**config.mk**
```make
export PLATFORM = sky130hd
export DESIGN_NAME = uart_rx_param
export DESIGN_NICKNAME = d
export VERILOG_FILES = /design/src/rtl/uart_pkg.sv /design/src/rtl/uart_baud_tick.sv /design/src/rtl/uart_rx_param.sv
export SDC_FILE = /design/constraint.sdc
export NUM_CORES = 1
export LEC_CHECK = 0
export ABC_CLOCK_PERIOD_IN_PS = 2300
export BUFFER_PORTS_ARGS = -buffer_cell sky130_fd_sc_hd__buf_2
export CAP_MARGIN = 20
export CORE_ASPECT_RATIO = 1.2
export CORE_MARGIN = 3
export CORE_UTILIZATION = 50
export CTS_CLUSTER_SIZE = 25
export DETAILED_ROUTE_END_ITERATION = 10
export PLACE_DENSITY = 0.64
export SYNTH_ARGS = -nofsm -noshare
export SYNTH_HDL_FRONTEND = slang
export SYNTH_SLANG_ARGS = --single-unit
```
**constraint.sdc**
```tcl
create_clock -name clk -period 2.3 [get_ports clk]
set_clock_uncertainty 0.05 [all_clocks]
set_input_delay 0.46 -clock clk [delete_from_list [all_inputs] [get_ports clk]]
set_output_delay 0.46 -clock clk [all_outputs]
set_load 0.01 [all_outputs]
```
**src/rtl/uart_pkg.sv**
```systemverilog
// Shared UART types and helpers: receiver state encoding, parity modes and
// the oversampling clock divider calculation.
package uart_pkg;

  typedef enum logic [2:0] {
    IDLE,
    START,
    DATA,
    PARITY,
    STOP
  } rx_state_t;

  localparam int PARITY_NONE = 0;
  localparam int PARITY_EVEN = 1;
  localparam int PARITY_ODD  = 2;

  // Rounded divide so the oversample rate lands as close to BAUD*OS as possible.
  function automatic int calc_div(input int clk_hz, input int baud, input int os);
    longint den;
    den = longint'(baud) * longint'(os);
    return int'((longint'(clk_hz) + den / 2) / den);
  endfunction

endpackage

```
**src/rtl/uart_baud_tick.sv**
```systemverilog
// Free-running oversample tick generator: one-clock pulse every DIV clocks.
// Shared between the UART receiver and transmitter.
module uart_baud_tick
  import uart_pkg::*;
#(
  parameter int CLK_FREQ   = 100_000_000,
  parameter int BAUD_RATE  = 9600,
  parameter int OVERSAMPLE = 16
) (
  input  logic clk,
  input  logic rst,
  output logic tick
);

  localparam int DIV = calc_div(CLK_FREQ, BAUD_RATE, OVERSAMPLE);
  localparam int CW  = (DIV > 1) ? $clog2(DIV) : 1;

  logic [CW-1:0] cnt;
  logic          wrap;

  assign wrap = (cnt == CW'(DIV - 1));

  always_ff @(posedge clk or negedge rst) begin
    if (!rst) begin
      cnt  <= '0;
      tick <= 1'b0;
    end else begin
      tick <= wrap;
      cnt  <= wrap ? '0 : cnt + 1'b1;
    end
  end

endmodule

```
**src/rtl/uart_rx_param.sv**
```systemverilog
// Parametrised oversampling UART receiver with parity/framing error reporting.
// Optional feature macro UART_RX_MAJORITY_EN: 2-of-3 vote around the bit centre.
module uart_rx_param
  import uart_pkg::*;
#(
  parameter int CLK_FREQ    = 100_000_000,
  parameter int BAUD_RATE   = 9600,
  parameter int OVERSAMPLE  = 16,
  parameter int DATA_BITS   = 8,
  parameter int PARITY_MODE = 0,
  parameter int STOP_BITS   = 1
) (
  input  logic                 clk,
  input  logic                 rst,
  input  logic                 rx,
  output logic [DATA_BITS-1:0] rx_data,
  output logic                 rx_done,
  output logic                 frame_err,
  output logic                 parity_err,
  output logic                 rx_busy
);

  localparam int MID = OVERSAMPLE / 2 - 1;
  localparam int SW  = $clog2(OVERSAMPLE);
`ifdef UART_RX_MAJORITY_EN
  localparam int DEC = MID + 1;
`else
  localparam int DEC = MID;
`endif

  logic                 rx_p0, rxs;
  logic                 tick;
  rx_state_t            state_q, state_d;
  logic [SW-1:0]        samp_cnt;
  logic [3:0]           bit_cnt;
  logic [DATA_BITS-1:0] shreg;
  logic                 ferr_acc, perr_acc, brk_wait;
  logic                 smp, sample_now, data_last, stop_last;

  uart_baud_tick #(
    .CLK_FREQ  (CLK_FREQ),
    .BAUD_RATE (BAUD_RATE),
    .OVERSAMPLE(OVERSAMPLE)
  ) u_tick (
    .clk (clk),
    .rst (rst),
    .tick(tick)
  );

  // Stage p0 -> rxs: two-flop synchroniser, idles high
  always_ff @(posedge clk or negedge rst) begin
    if (!rst) begin
      rx_p0 <= 1'b1;
      rxs   <= 1'b1;
    end else begin
      rx_p0 <= rx;
      rxs   <= rx_p0;
    end
  end

`ifdef UART_RX_MAJORITY_EN
  logic [1:0] hist;

  function automatic logic maj3(input logic [2:0] s);
    return (s[2] & s[1]) | (s[2] & s[0]) | (s[1] & s[0]);
  endfunction

  // hist holds the samples from ticks MID-1 and MID when the vote is taken at MID+1
  always_ff @(posedge clk or negedge rst) begin
    if (!rst)      hist <= 2'b11;
    else if (tick) hist <= {hist[0], rxs};
  end

  assign smp = maj3({hist, rxs});
`else
  assign smp = rxs;
`endif

  assign sample_now = tick && (samp_cnt == SW'(DEC));
  assign data_last  = (bit_cnt == 4'(DATA_BITS - 1));
  assign stop_last  = (bit_cnt == 4'(STOP_BITS - 1));

  always_ff @(posedge clk or negedge rst) begin
    if (!rst) state_q <= IDLE;
    else      state_q <= state_d;
  end

  always_comb begin
    state_d = state_q;
    case (state_q)
      IDLE:    if (!rxs && !brk_wait) state_d = START;
      START:   if (sample_now) state_d = smp ? IDLE : DATA;
      DATA:    if (sample_now && data_last)
                 state_d = (PARITY_MODE != PARITY_NONE) ? PARITY : STOP;
      PARITY:  if (sample_now) state_d = STOP;
      STOP:    if (sample_now && stop_last) state_d = IDLE;
      default: state_d = IDLE;
    endcase
  end

  // Sample phase restarts at the start edge so every bit is read near its centre
  always_ff @(posedge clk or negedge rst) begin
    if (!rst)                  samp_cnt <= '0;
    else if (state_q == IDLE)  samp_cnt <= '0;
    else if (tick)
      samp_cnt <= (samp_cnt == SW'(OVERSAMPLE - 1)) ? '0 : samp_cnt + 1'b1;
  end

  always_ff @(posedge clk) begin
    if (state_q == DATA && sample_now) shreg <= {smp, shreg[DATA_BITS-1:1]};
  end

  always_ff @(posedge clk or negedge rst) begin
    if (!rst) begin
      bit_cnt    <= '0;
      ferr_acc   <= 1'b0;
      perr_acc   <= 1'b0;
      brk_wait   <= 1'b0;
      rx_data    <= '0;
      rx_done    <= 1'b0;
      frame_err  <= 1'b0;
      parity_err <= 1'b0;
      rx_busy    <= 1'b0;
    end else begin
      rx_done <= 1'b0;
      rx_busy <= (state_d != IDLE);
      case (state_q)
        IDLE: begin
          bit_cnt  <= '0;
          ferr_acc <= 1'b0;
          perr_acc <= 1'b0;
          if (rxs) brk_wait <= 1'b0;
        end
        START: bit_cnt <= '0;
        DATA: if (sample_now) bit_cnt <= data_last ? '0 : bit_cnt + 1'b1;
        PARITY: if (sample_now)
          perr_acc <= ((^shreg) ^ smp) != (PARITY_MODE == PARITY_ODD);
        STOP: if (sample_now) begin
          if (stop_last) begin
            // A low stop bit arms the break guard so a held-low line reports once
            rx_data    <= shreg;
            rx_done    <= 1'b1;
            frame_err  <= ferr_acc | ~smp;
            parity_err <= perr_acc;
            brk_wait   <= ferr_acc | ~smp;
            bit_cnt    <= '0;
          end else begin
            ferr_acc <= ferr_acc | ~smp;
            bit_cnt  <= bit_cnt + 1'b1;
          end
        end
        default: bit_cnt <= '0;
      endcase
    end
  end

endmodule
```
==> impl_summary.txt, run 1 <==
----------------------------------------------------
[STA]
  Final period utilization ... 0.840
  Max-slew headroom ... 0.428
  Smallest setup slack after layout ... 369 ps
  Fin Hold WS ... 198 ps
  Hold Vio Cnt, Final ... 0
  Setup Viol. Count Final ... 0
  RSZ-0062 raised after global routing ... false
  Transition at the pin with the smallest max-transition slack ... 859 ps
  Max Fclk ... 518 MHz
  Setup tns final ... 0 ps
  Final-report max-slew violation count ... 0
  Minimum period implied by the final worst setup slack ... 1930 ps

[Layout]
  Antenna cells ... 0
  Area added between synthesis and finish ... 9.47%
  Number of standard cells in the layout, taps in and fillers out ... 253
  Fraction of layout instances using a drive strength above 1 ... 0.196
  Nets@finish ... 206
  End-of-flow core utilization ... 0.587
  Count of fill cells added during filler insertion ... 339

[Critical path]
  Worst Setup Start Kind ... flip-flop
  Category of the worst setup path capture point ... flip-flop
  R2R cell count ... 6
  CP required ... 2440 ps
  Biggest fanout along the worst timing path ... 11
  Arrival time of data at the critical path endpoint ... 2070 ps
  Family of cells with the greatest summed delay on the critical path ... simple AND/OR/NAND/NOR gates
  Crit path depth ... 6
  Max stage delay cell, worst path ... sky130_fd_sc_hd__dfrtp_1
  Worst path cell trace ... inv_1 -> ha_1 -> nor3b_1 -> and3_4 -> nand2_2 -> mux2_1
  WP buf/inv ... 1
  Worst path max stage delay ... 410 ps
  Worst setup path category ... reg -> reg

[Placement]
  DPL Wire Length ... 2.51 mm
  DP Worst Slack ... 362 ps
  Number of input and output port buffers inserted ... 14
  Post-placement cell count ... 245
  Routability Congestion ... 0.907

[Power]
  Power per Cell Area ... 581 nW/um^2
  Peak VDD IR ... 431 uV
  Leakage component of the power ... 1.11 nW

[Floorplanning]
  Num ports ... 15
  Site Rows ... 25
  Standard cell core area ... 4070 um^2
  Die X ... 66.3 um
  Die Span Y ... 78.3 um
  Area of the die ... 5190 um^2
  Initial Util ... 0.536

[Synth]
  Part of the Yosys area used for sequential elements ... 0.559
  Post-Syn Nets ... 189
  Average cell area after synthesis ... 12.0 um^2
  Post-synth EDFFs ... 8
  Synthesized instance count ... 181
  Ys Warns ... 0
  Count of cell types in the netlist ... 51
  Most frequently used flop master after synthesis ... sky130_fd_sc_hd__dfrtp_1
  Share of synthesized registers carrying an async set or reset ... 0.830
  Register bit total from synthesis ... 47
  Post-synthesis cell area ... 2180 um^2

[Routing]
  DR pass1 iterations ... 4
  Avg Vias per Cell ... 5.51
  WL/cell ... 14.1 um
  DR DRC count ... 0
  Post-DRT Antenna Nets ... 0
  Routed Wire Length ... 3.57 mm
  Count of routing violations after the opening detailed-route iteration ... 150
  DR vias ... 1394

[Clock network]
  Number of H-tree levels ... 2
  Cts repair resizes ... 0
  Number of buffers on the longest clock path ... 2
  CTS tree ... yes
  Clock network latency to the later pin of the worst-skew pair ... 300 ps
  Clock-pin slew on the worst setup and hold paths ... 90 ps
  Number of buffers added to fix hold violations after cts ... 0
  Clk sink count ... 47
  Buffer type at the clock tree root ... sky130_fd_sc_hd__clkbuf_8
  Setup Buffers After CTS ... 0
  Num CTS Buffers ... 5

[GRT]
  Overall Global Routing Usage ... 0.164
  Global-route wire length before repair ... 6.59 mm
  Maximum number of pins on one net before global-route repair ... 40
  Initial antenna violation count ... 0
  Total gr overflow ... 0
  Number of global-route vias before repair ... 1402

[Worst hold path]
  Hold path cells ... 1
  Type of the tightest min-delay check ... in -> reg

[Run]
  Number of max-cap violations ... 0

[Outcome]
  Outcome ... complete, no violations

----------------------------------------------------
## state kept, by name, summed over array words and instances (netlist names), 3 cells and up
register and flops:
bit_cnt 4, u_tick.cnt 10, samp_cnt 4, rx_data 8
state_q 3, shreg 8
## metrics by stage
stage | power [W] | area [um^2]
final | 0.00139 | 2390
after global routing | 0.00145 | 2390
after CTS | 0.00141 | 2390
after detailed placement | 0.000884 | 2290
after global placement | 0.000883 | 2290
after floorplan | 0.000867 | 2180
## synth_stat cells (all sizes together), types with 3 or more instances
cell	number	area share
and3	4	0.014
o21ai	7	0.016
nand4	4	0.011
buf	4	0.014
xnor2	10	0.040
xor2	4	0.016
nand3	7	0.016
ha	5	0.029
dfrtp	37	0.42
mux2	10	0.067
and2	3	0.0086
a21oi	5	0.011
nor2	22	0.039
edfxtp	8	0.11
mux2i	4	0.018
nand2	7	0.013
inv	8	0.014
## cells in the final DEF, fill, tap and decap left out, types with 2 or more instances in the layout
cell and instances:
sky130_fd_sc_hd__a21oi_1 5, sky130_fd_sc_hd__nor3_1 2, sky130_fd_sc_hd__nor2b_1 2, sky130_fd_sc_hd__and3_1 3, sky130_fd_sc_hd__mux2_4 9, sky130_fd_sc_hd__nor2_1 21, sky130_fd_sc_hd__mux2i_1 4, sky130_fd_sc_hd__ha_1 5
sky130_fd_sc_hd__nand2_1 6, sky130_fd_sc_hd__nand3_1 7, sky130_fd_sc_hd__dfrtp_1 37, sky130_fd_sc_hd__dfstp_2 2, sky130_fd_sc_hd__clkbuf_8 5, sky130_fd_sc_hd__xnor2_1 10, sky130_fd_sc_hd__inv_1 7, sky130_fd_sc_hd__o21ai_0 3
sky130_fd_sc_hd__edfxtp_1 8, sky130_fd_sc_hd__buf_2 14, sky130_fd_sc_hd__o21ai_1 4, sky130_fd_sc_hd__xor2_1 4, sky130_fd_sc_hd__and2_1 3, sky130_fd_sc_hd__nand2b_1 2, sky130_fd_sc_hd__nand4_1 4, sky130_fd_sc_hd__a31oi_1 2
sky130_fd_sc_hd__nor4b_1 2
## metal layers
layer,part of all wire,up-vias,GRT usage
met5,0,-,0
met4,0.015,0,0.0569
met3,0.036,5,0.0472
met2,0.49,29,0.256
met1,0.46,687,0.216
li1,-,673,-
## cell type report
class	count	area [um^2]	share of cell area
Sequential cell	47	1220	0.511
Multi-Input combinational cell	121	896	0.375
Timing Repair Buffer	15	77.6	0.0325
Inverter	8	30.0	0.0126
Clock inverter	3	27.5	0.0115
Tap cell	54	67.6	0.0283
Clock buffer	5	68.8	0.0288
## power breakdown
group          leakage [nW]  switching [W]  internal [W]  total (W)
Sequential            0.585     0.00000210      0.000846   0.000848
Clock                0.0467       0.000295      0.000225   0.000521
Combinational         0.475      0.0000144    0.00000276  0.0000172
## worst paths after layout
kind	startpoint	endpoint	slack, ps
max reg2reg	bit_cnt[1]$_DFFE_PN0P_	parity_err$_DFFE_PN0P_	370
min	rx	rx_p0$_DFF_PN1_	200
max in group asynchronous	rst	state_q[0]$_DFF_PN0_	1450
min reg2reg	rx_p0$_DFF_PN1_	rxs$_DFF_PN1_	310
max	bit_cnt[1]$_DFFE_PN0P_	parity_err$_DFFE_PN0P_	370
min in group asynchronous	rst	rx_data[5]$_DFFE_PN0P_	210
## cell families (layout without fill, tap and decap cells)
logic type / count (synthesis) / count (layout) / synth area share
fa+ha+maj: 5 / 5 / 0.0287
xor+xnor: 15 / 15 / 0.0666
mux: 14 / 14 / 0.0855
compound gates: 24 / 24 / 0.0723
buf+inv: 13 / 31 / 0.0298
simple gates: 63 / 63 / 0.158
flops: 47 / 47 / 0.559
Note: power is estimated with default switching activity, not from simulation.
==> run 2: changes to the inputs <==
Settings changed: ABC_CLOCK_PERIOD_IN_PS 2300 to 1700, PLACE_DENSITY 0.64 to 0.67.
Clock period 2.3 ns to 1.7 ns, I/O delays scaled along.
==> run 2 against run 1 <==
Compared with the run above: first-iteration DRC count decreased by 33%; clock power increased by 62%; die area did not move; register-to-register slack worse by 340 ps; wire length is 13% higher; final cell count rose by 9.1%; sequential cell count unchanged; hold slack got worse by 170 ps; maximum frequency up 15%; critical endpoint is now bit_cnt[2]$_DFFE_PN0P_; highest routed layer unchanged.
==> impl_summary.txt, run 2 (synthesis gave the netlist of run 1 again) <==
----------------------------------------------------
[Critical path]
  FF-to-FF Start ... bit_cnt[0]$_DFFE_PN0P_
  Worst setup path startpoint ... bit_cnt[0]$_DFFE_PN0P_
  Biggest fanout along the worst timing path ... 3 (-8)
  Worst setup slack for register-to-register paths ... 20 ps (-340 ps)
  Worst setup path category ... reg -> reg
  Worst Setup Start Kind ... flip-flop
  Category of the worst setup path capture point ... flip-flop
  Arrival time of data at the critical path endpoint ... 1830 ps (-240 ps)
  CP required ... 1850 ps (-590 ps)

[Layout]
  Antenna cells ... 0 (unchanged)
  Count of fill cells added during filler insertion ... 311 (-8.3%)
  Largest register FFs ... 10 (unchanged)
  Nets@finish ... 229 (+11%)
  Largest registers ... u_tick.cnt x10, rx_data x8, shreg x8
  End-of-flow core utilization ... 0.657 (+0.0698)
  Number of standard cells in the layout, taps in and fillers out ... 276 (+9.1%)
  Fraction of layout instances using a drive strength above 1 ... 0.338 (+0.142)
  Area added between synthesis and finish ... 22.5%
  Commonest non-fill, non-tap cell in the layout ... sky130_fd_sc_hd__dfrtp_1
  Most frequent cells in the layout ... 36 x sky130_fd_sc_hd__dfrtp_1, 20 x sky130_fd_sc_hd__nor2_1, 20 x sky130_fd_sc_hd__buf_4
  Top reg by flops ... u_tick.cnt

[STA]
  Minimum period implied by the final worst setup slack ... 1680 ps (-256 ps)
  Final-report max-slew violation count ... 0 (unchanged)
  RSZ-0062 raised after global routing ... true
  Setup tns final ... 0 ps (unchanged)
  Max-slew headroom ... 0.645 (+0.217)
  Max Fclk ... 597 MHz (+15%)
  Hold Vio Cnt, Final ... 0 (unchanged)
  Final period utilization ... 0.985 (+0.146)
  Transition at the pin with the smallest max-transition slack ... 528 ps (-330 ps)
  Setup Viol. Count Final ... 0 (unchanged)
  Fin Hold WS ... 22.7 ps (-175 ps)

[Clock network]
  Clk sink count ... 47 (unchanged)
  Number of H-tree levels ... 2 (unchanged)
  Clock-pin slew on the worst setup and hold paths ... 100 ps (about the same)
  CTS tree ... yes
  Number of buffers on the longest clock path ... 2 (unchanged)
  Num CTS Buffers ... 5 (unchanged)
  Clock network latency to the later pin of the worst-skew pair ... 310 ps (about the same)
  Number of buffers added to fix hold violations after cts ... 0 (unchanged)
  Buffer type at the clock tree root ... sky130_fd_sc_hd__clkbuf_8

[Power]
  Peak VDD IR ... 509 uV (+18%)
  Leakage component of the power ... 1.28 nW (+16%)
  Final Total Pwr ... 0.00202 W (+45%)
  Power per Cell Area ... 755 nW/um^2 (+30%)

[GRT]
  Global-route wire length before repair ... 6.87 mm (+4.2%)
  Initial antenna violation count ... 0 (unchanged)
  Number of global-route vias before repair ... 1450 (+3.4%)
  Maximum number of pins on one net before global-route repair ... 40 (unchanged)
  Total gr overflow ... 0 (unchanged)
  Overall Global Routing Usage ... 0.172 (+0.00848)

[Floorplanning]
  Site Rows ... 25 (unchanged)
  Num ports ... 15 (unchanged)
  Initial Util ... 0.536 (unchanged)
  Standard cell core area ... 4070 um^2 (unchanged)
  Die Span Y ... 78.3 um (unchanged)
  Area of the die ... 5190 um^2 (unchanged)
  Die X ... 66.3 um (unchanged)

[Outcome]
  Outcome ... complete, no violations

[Routing]
  Routed Wire Length ... 4.03 mm (+13%)
  Avg Vias per Cell ... 5.39 (-2.2%)
  DR pass1 iterations ... 4 (unchanged)
  DR DRC count ... 0 (unchanged)
  DR vias ... 1487 (+6.7%)
  WL/cell ... 14.6 um (+3.4%)
  Count of routing violations after the opening detailed-route iteration ... 101 (-33%)
  Post-DRT Antenna Nets ... 0 (unchanged)

[Placement]
  DPL Wire Length ... 2.70 mm (+7.6%)
  Number of input and output port buffers inserted ... 14 (unchanged)
  Post-placement cell count ... 265 (+8.2%)
  Routability Congestion ... 0.860 (-5.2%)

[Worst hold path]
  Type of the tightest min-delay check ... in -> async

[Run]
  Number of max-cap violations ... 0 (unchanged)

----------------------------------------------------
run 2: cell count changes in the layout (fill, tap and decap cells not counted), moves of 2 or more:
cell	delta
sky130_fd_sc_hd__inv_1	-2
sky130_fd_sc_hd__buf_4	+19
sky130_fd_sc_hd__ha_1	-2
sky130_fd_sc_hd__buf_6	+3
sky130_fd_sc_hd__inv_2	+2
run 2: timing repair:
| action | CTS | global route |
|---|---|---|
| pin swaps | 2 | 2 |
| endpoints found under the setup margin | 14 | 24 |
| cloned | 1 | 0 |
| setup buffers | 1 | 1 |
| resized for setup | 10 | 8 |
run 2: power breakdown:
part / total (W) / switching, W / leakage, nW / internal, W
Clock: 0.000844 / 0.000398 / 0.0587 / 0.000446
Sequential: 0.00115 / 0.00000310 / 0.583 / 0.00114
Combinational: 0.0000250 / 0.0000198 / 0.639 / 0.00000523
Total: 0.00202 / 0.000421 / 1.28 / 0.00160
run 2: worst max-delay path, stage by stage (launching register included):
cell                       delay [ps]
sky130_fd_sc_hd__dfrtp_1          400
sky130_fd_sc_hd__inv_2             80
sky130_fd_sc_hd__ha_4             140
sky130_fd_sc_hd__or3b_1           390
sky130_fd_sc_hd__a21oi_2          170
sky130_fd_sc_hd__o311ai_1         100
sky130_fd_sc_hd__a22o_1           240
run 2: final cells by class:
| cell class | instances | area [um^2] | area share |
|---|---|---|---|
| tap | 54 | 67.6 | 0.0253 |
| clock buffer | 5 | 68.8 | 0.0258 |
| multi-input combinational | 122 | 982 | 0.368 |
| inverter | 8 | 30.0 | 0.0112 |
| clock inverter | 3 | 47.5 | 0.0178 |
| timing repair buffer | 37 | 254 | 0.0951 |
| sequential | 47 | 1220 | 0.457 |
run 2: worst paths after layout:
check	endpoint	cells after the start
setup / recovery	bit_cnt[2]$_DFFE_PN0P_	6
hold / removal	rx_data[0]$_DFFE_PN0P_	2
setup reg to reg	bit_cnt[2]$_DFFE_PN0P_	6
hold reg to reg	rxs$_DFF_PN1_	0
max in group asynchronous	rx_p0$_DFF_PN1_	2
min in group clk	rx_p0$_DFF_PN1_	1
run 2: per-layer routing:
metal | global-route usage | vias up | wire length [um] | part of all wire
met4 | 0.0569 | 0 | 59 | 0.015
met3 | 0.0458 | 7 | 139 | 0.034
met1 | 0.210 | 734 | 1640 | 0.41
met5 | 0 | - | 0 | 0
met2 | 0.292 | 26 | 2190 | 0.54
li1 | - | 720 | - | -
run 2: through the flow:
| stage | setup WS [ps] | area, um^2 |
|---|---|---|
| 6_report | 25.0 | 2670 |
| 5_1_grt | -47.1 | 2670 |
| 4_1_cts | -0.939 | 2630 |
| 3_5_place_dp | -106 | 2460 |
| 3_3_place_gp | -51.4 | 2460 |
| 2_1_floorplan | 0.217 | 2200 |
